<file path="src/rtl/rv32_mem_pkg.sv">
// Shared decode constants, FSM state type and the latched memory request
// for the RV32I memory-access stage.
package rv32_mem_pkg;

  localparam logic [6:0] OP_LOAD  = 7'b0000011;
  localparam logic [6:0] OP_STORE = 7'b0100011;

  localparam logic [2:0] F3_B  = 3'b000;
  localparam logic [2:0] F3_H  = 3'b001;
  localparam logic [2:0] F3_W  = 3'b010;
  localparam logic [2:0] F3_BU = 3'b100;
  localparam logic [2:0] F3_HU = 3'b101;

  typedef enum logic [1:0] {
    S_IDLE     = 2'd0,
    S_REQ      = 2'd1,
    S_WAIT_RSP = 2'd2,
    S_DONE     = 2'd3
  } mem_state_t;

  typedef struct packed {
    logic [31:0] addr;
    logic        we;
    logic [3:0]  be;
    logic [31:0] wdata;
    logic [2:0]  funct3;
  } mem_req_t;

  // Byte lanes touched by an access of size funct3[1:0] at byte offset off.
  function automatic logic [3:0] lane_mask(input logic [2:0] f3, input logic [1:0] off);
    case (f3[1:0])
      2'b00:   lane_mask = 4'b0001 << off;
      2'b01:   lane_mask = off[1] ? 4'b1100 : 4'b0011;
      default: lane_mask = 4'b1111;
    endcase
  endfunction

  function automatic logic [31:0] store_lanes(input logic [2:0] f3, input logic [31:0] rs2);
    case (f3[1:0])
      2'b00:   store_lanes = {4{rs2[7:0]}};
      2'b01:   store_lanes = {2{rs2[15:0]}};
      default: store_lanes = rs2;
    endcase
  endfunction

endpackage

</file>
<file path="src/rtl/rv32_load_align.sv">
// Extracts the addressed byte/halfword from a load response word and
// sign- or zero-extends it according to funct3.
module rv32_load_align
  import rv32_mem_pkg::*;
(
  input  logic [31:0] rdata,
  input  logic [1:0]  off,
  input  logic [2:0]  funct3,
  output logic [31:0] result
);

  logic [7:0]  b;
  logic [15:0] h;

  always_comb begin
    b = rdata[{off, 3'b000} +: 8];
    h = off[1] ? rdata[31:16] : rdata[15:0];
    case (funct3)
      F3_B:    result = {{24{b[7]}}, b};
      F3_BU:   result = {24'h0, b};
      F3_H:    result = {{16{h[15]}}, h};
      F3_HU:   result = {16'h0, h};
      default: result = rdata;
    endcase
  end

endmodule

</file>
<file path="src/rtl/rv32_mem_stage.sv">
// RV32I memory-access stage: decodes loads/stores, runs one ready/valid
// transaction on the data port per instruction and stalls the pipe meanwhile.
module rv32_mem_stage
  import rv32_mem_pkg::*;
#(
  parameter int unsigned TIMEOUT_CYCLES = 255
) (
  input  logic        clk,
  input  logic        rst_n,
  input  logic [31:0] code_in,
  input  logic [31:0] addr_in,
  input  logic [31:0] store_data_in,
  output logic        dmem_req_valid,
  input  logic        dmem_req_ready,
  output logic [31:0] dmem_addr,
  output logic        dmem_we,
  output logic [3:0]  dmem_be,
  output logic [31:0] dmem_wdata,
  input  logic        dmem_rsp_valid,
  input  logic [31:0] dmem_rdata,
  output logic [31:0] data_res_out,
  output logic        stall_out,
  output logic        misalign_out,
  output logic        bus_err_out
);

  localparam int CW = (TIMEOUT_CYCLES == 0) ? 1 : $clog2(TIMEOUT_CYCLES + 1);
  localparam logic [CW-1:0] TMO = CW'(TIMEOUT_CYCLES);

  mem_state_t  state;
  mem_req_t    req;
  logic [CW-1:0] cnt;
  logic [CW-1:0] cnt_nxt;
  logic        err;
  logic [31:0] res;
  logic [31:0] aligned;

  logic [6:0]  opcode;
  logic [2:0]  f3;
  logic [1:0]  off;
  logic        is_load, is_store, mem_op, mis, go;
  logic        unused;

  assign opcode = code_in[6:0];
  assign f3     = code_in[14:12];
  assign off    = addr_in[1:0];
  assign unused = ^{code_in[31:15], code_in[11:7]};

  always_comb begin
    is_load  = (opcode == OP_LOAD) &&
               (f3 == F3_B || f3 == F3_H || f3 == F3_W || f3 == F3_BU || f3 == F3_HU);
    is_store = (opcode == OP_STORE) && (f3 == F3_B || f3 == F3_H || f3 == F3_W);
    mem_op   = is_load | is_store;
    mis      = mem_op && (((f3[1:0] == 2'b01) && off[0]) ||
                          ((f3[1:0] == 2'b10) && (off != 2'b00)));
    go       = mem_op & ~mis;
  end

  assign cnt_nxt = cnt + CW'(1);

  rv32_load_align u_align (
    .rdata  (dmem_rdata),
    .off    (req.addr[1:0]),
    .funct3 (req.funct3),
    .result (aligned)
  );

  always_ff @(posedge clk or negedge rst_n) begin
    if (!rst_n) begin
      state <= S_IDLE;
      req   <= '0;
      cnt   <= '0;
      err   <= 1'b0;
      res   <= '0;
    end else begin
      case (state)
        S_IDLE: begin
          if (go) begin
            req.addr   <= addr_in;
            req.we     <= is_store;
            req.be     <= lane_mask(f3, off);
            req.wdata  <= store_lanes(f3, store_data_in);
            req.funct3 <= f3;
            state      <= S_REQ;
          end
        end
        S_REQ: begin
          if (dmem_req_ready) begin
            cnt   <= '0;
            state <= req.we ? S_DONE : S_WAIT_RSP;
          end
        end
        S_WAIT_RSP: begin
          // A response in the same cycle as the timeout still wins.
          if (dmem_rsp_valid) begin
            res   <= aligned;
            state <= S_DONE;
          end else begin
            cnt <= cnt_nxt;
            if (TIMEOUT_CYCLES != 0 && cnt_nxt == TMO) begin
              res   <= '0;
              err   <= 1'b1;
              state <= S_DONE;
            end
          end
        end
        S_DONE: begin
          res   <= '0;
          err   <= 1'b0;
          state <= S_IDLE;
        end
        default: state <= S_IDLE;
      endcase
    end
  end

  assign dmem_req_valid = (state == S_REQ);
  assign dmem_addr      = {req.addr[31:2], 2'b00};
  assign dmem_we        = req.we;
  assign dmem_be        = req.be;
  assign dmem_wdata     = req.wdata;

  // Decode-driven outputs are gated by rst_n so they drop the moment reset asserts.
  assign stall_out    = rst_n & (((state == S_IDLE) & go) | (state == S_REQ) |
                                 (state == S_WAIT_RSP));
  assign misalign_out = rst_n & (state == S_IDLE) & mis;
  assign bus_err_out  = (state == S_DONE) & err;
  assign data_res_out = (state == S_DONE) ? res : 32'h0;

endmodule

</file>
<file path="config.mk">
export PLATFORM = sky130hd
export DESIGN_NAME = rv32_mem_stage
export DESIGN_NICKNAME = d
export VERILOG_FILES = /design/src/rtl/rv32_mem_pkg.sv /design/src/rtl/rv32_load_align.sv /design/src/rtl/rv32_mem_stage.sv
export SDC_FILE = /design/constraint.sdc
export NUM_CORES = 1
export LEC_CHECK = 0
export ABC_AREA = 1
export CAP_MARGIN = 0
export CORE_MARGIN = 1
export CORE_UTILIZATION = 40
export CTS_CLUSTER_DIAMETER = 200
export DETAILED_ROUTE_END_ITERATION = 6
export PLACE_DENSITY_LB_ADDON = 0.1
export SLEW_MARGIN = 20
export SYNTH_ARGS = -nofsm -noshare
export SYNTH_HDL_FRONTEND = slang
export SYNTH_HIERARCHICAL = 1
export SYNTH_SLANG_ARGS = --single-unit
</file>
<file path="constraint.sdc">
create_clock -name clk -period 3.5 [get_ports clk]
set_clock_uncertainty 0.15 [all_clocks]
set_input_delay 0.35 -clock clk [delete_from_list [all_inputs] [get_ports clk]]
set_output_delay 0.35 -clock clk [all_outputs]
set_load 0.005 [all_outputs]
</file>
==> out/qor.yml <==
irDropWorstVdd_v: 0.000322
synthMuxAreaShare_pct: 0
rr_startpoint: "state[0]$_DFFE_PN0P_"
grt_usage_pct: 21.9
tritoncts: "yes"
die_w_um: 132
grt_pass1_wl_mm: 30.2
ratio_of_cells_with_drive_above_1_in_the_final_layout_pct: 7.24
clkSinkCount: 115
achievable-frequency_mhz: 343
required_ns: 3.00
area_growth_pct: 34.6
setup_viol: 0
detailed_route_vias_per_instance: 4.73
timing.slew.headroom_pct: 48.6
io-pin-count: 237
grt_pass1_vias: 5968
core_region_area_um2: 16100
syn_area_um2: 6710
top_cells_by_area_in_the_synthesized_netlist: "sky130_fd_sc_hd__dfrtp_1 43%, sky130_fd_sc_hd__nand2_1 19%, sky130_fd_sc_hd__buf_4 8.4%"
final_worst_path_cycle_share_pct: 83.2
hold-worst-slack_ns: 0.150
net_count_final: 1176
post_synth_xor_area_fraction_pct: 0.130
antenna_fix_cells: 0
worst-endpoint-arrival_ns: 2.41
ys_dominant_reg_cell: "sky130_fd_sc_hd__dfrtp_1"
finalInstanceArea_um2: 9040
postCtsSetupRepairBufs: 0
min_path_type: "in2async"
post-route-min-period_ns: 2.91
die_area_um2: 17300
cts_made_buffers: 17
die_height_um: 132
largest_family_of_logic_cells_by_synthesized_area: "simple AND/OR/NAND/NOR gates"
synth_seq_area_share_pct: 42.9
mapped_cells: 904
max-cap-violations: 0
wl_mm: 18.2
ys_ff_latch: 115
dpl-instance-area_um2: 8420
synthesis.area_per_instance_um2: 7.43
total_power_divided_by_cell_area_nw_per_um2: 547
critPathMaxFanout: 17
post_synthesis_compound_gate_area_fraction_pct: 7.31
synth.lib_cells_used.distinct: 32
floorplan.initialDensity_pct: 41.7
grt_antenna_before_repair: 0
setup.worst_path.class: "in2out"
clk_pin_slew_worst_paths_ns: 0.05
setup_tns_ns: 0
worstSetupStartpointType: "input port"
postLayoutCoreUtil_pct: 56.1
synth.top_cells.by_count: "336 x sky130_fd_sc_hd__nand2_1, 115 x sky130_fd_sc_hd__dfrtp_1, 82 x sky130_fd_sc_hd__inv_1"
grt_setup_unrepaired: "no"
ant_nets: 0
wl_per_cell_um: 14.4
proportion_of_register_bits_with_asynchronous_set_or_reset_after_synthesis_pct: 100
clk-insertion-delay-late_ns: 0.41
post-synth-top-count-cell: "sky130_fd_sc_hd__nand2_1"
firstDrtPassIters: 5
post_cts_resized: 0
crit-reg2reg-capture: "cnt[7]$_DFFE_PN0P_"
detailroute.via_count: 5990
dp_hpwl_mm: 12.6
drt_iter0_markers: 366
global_route.overflow_total: 0
grt_start_max_net_pins: 62
worstSetupEndpointType: "primary output"
max_slew.worst_pin.slew_ns: 0.771
synth_edf_count: 0
clock_path_buffers: 2
maxSlewViolCount: 0
gpl.final_weighted_congestion: 0.827
outcome: "complete, no violations"
worst-r2r-cell-count: 7
remaining_drc_errors: 0
yosysWarningCount: 6
place.port_buffers: 212
synth_top_area_share_pct: 42.9
synth_adder_area_share_pct: 1.30
rows: 46
timing.final.hold_violations: 0
post-synth-top-area-cell: "sky130_fd_sc_hd__dfrtp_1"
htreeDepth: 4
leakage_power_total_nw: 4.50
cts_root_buffer_type: "sky130_fd_sc_hd__clkbuf_16"
reg2reg_setup_slack_ns: 1.36
synth_area_in_simple_gates_pct: 31.8
-- cells in the final DEF, fill, tap and decap left out, drive strengths merged --
cell,synthesis,routed
clkbuf,18,19
clkdlybuf4s50,0,211
dfrtp,115,115
a221oi,8,8
ha,7,7
a31oi,1,1
xor2,1,1
and2,1,1
clkinv,1,6
nor3,3,3
bufinv,0,3
nand2,345,345
inv,85,86
o211ai,2,2
or2,8,8
nor3b,1,1
nor2,37,37
clkinvlp,0,4
nand4,32,32
a21oi,13,13
conb,1,2
o21ai,58,58
buf,95,14
dlygate4sd3,0,1
o22ai,7,7
nand3,65,65
-- routing by layer --
| metal | vias up | global-route usage, % | share of wire (%) |
|---|---|---|---|
| li1 | 3070 | - | - |
| met1 | 2702 | 27.5 | 44 |
| met2 | 189 | 34.8 | 46 |
| met3 | 29 | 7.21 | 7.4 |
| met4 | 0 | 8.66 | 2.2 |
| met5 | - | 0 | 0 |
-- stage by stage --
step                power (mW)  worst slack (ns)  instances
floorplan                 2.70              1.66        905
CTS                       5.00             0.559       1266
finish                    4.94             0.588       1266
detailed placement        3.18             0.561       1233
global placement          3.17             0.549       1233
global route              5.26             0.439       1266
-- worst max path at each step --
stage / start / to / slack [ns] / depth (start not counted)
finish: code_in[13] / misalign_out / 0.59 / 6
global route: code_in[13] / stall_out / 0.44 / 7
CTS: code_in[13] / misalign_out / 0.56 / 6
detailed placement: code_in[13] / stall_out / 0.56 / 7
global placement: code_in[13] / stall_out / 0.55 / 7
floorplan: state[0]$_DFFE_PN0P_ / cnt[0]$_DFFE_PN0P_ / 1.66 / 8
-- worst max-delay path: stages --
cell and delay, ns:
sky130_fd_sc_hd__clkdlybuf4s50_1 0.61, sky130_fd_sc_hd__inv_2 0.17, sky130_fd_sc_hd__nand2_2 0.29, sky130_fd_sc_hd__nand3_2 0.17, sky130_fd_sc_hd__nor3b_1 0.27, sky130_fd_sc_hd__clkdlybuf4s50_1 0.55
-- cells by family after synthesis --
logic type	count (synthesis)
AO/OA/AOI/OAI	89
XOR/XNOR	1
buffers and inverters	199
flip-flops	115
AND/OR/NAND/NOR	492
adder cells (fa/ha/maj)	7
other	1
-- repair_timing --
item                       in CTS  in global routing
hold buffers                    1                  0
hold endpoints to repair        1                  0
setup endpoints to repair       0                  0
-- final cells by class --
type | instances | area (um2)
clock buffers | 19 | 453
inverters | 86 | 325
multi-input cells | 591 | 2730
well taps | 216 | 270
clock inverters | 13 | 158
fillers | 1575 | 7080
flip-flops and latches | 115 | 2880
repair buffers | 226 | 2230
-- power breakdown --
part           internal, mW  leakage, nW  switching (mW)
logic                 0.640         2.64           0.807
registers              1.55         1.57           0.149
clock network          1.15        0.291           0.643
total                  3.34         4.50            1.60
-- sequential cells by signal, summed over array words and instances, names as in the netlist --
register    cells
dmem_be         4
dmem_addr      30
dmem_wdata     32
err             1
cnt             8
dmem_we         1
state           2
res            32
req             5
Note: power is estimated with default switching activity, not from simulation.
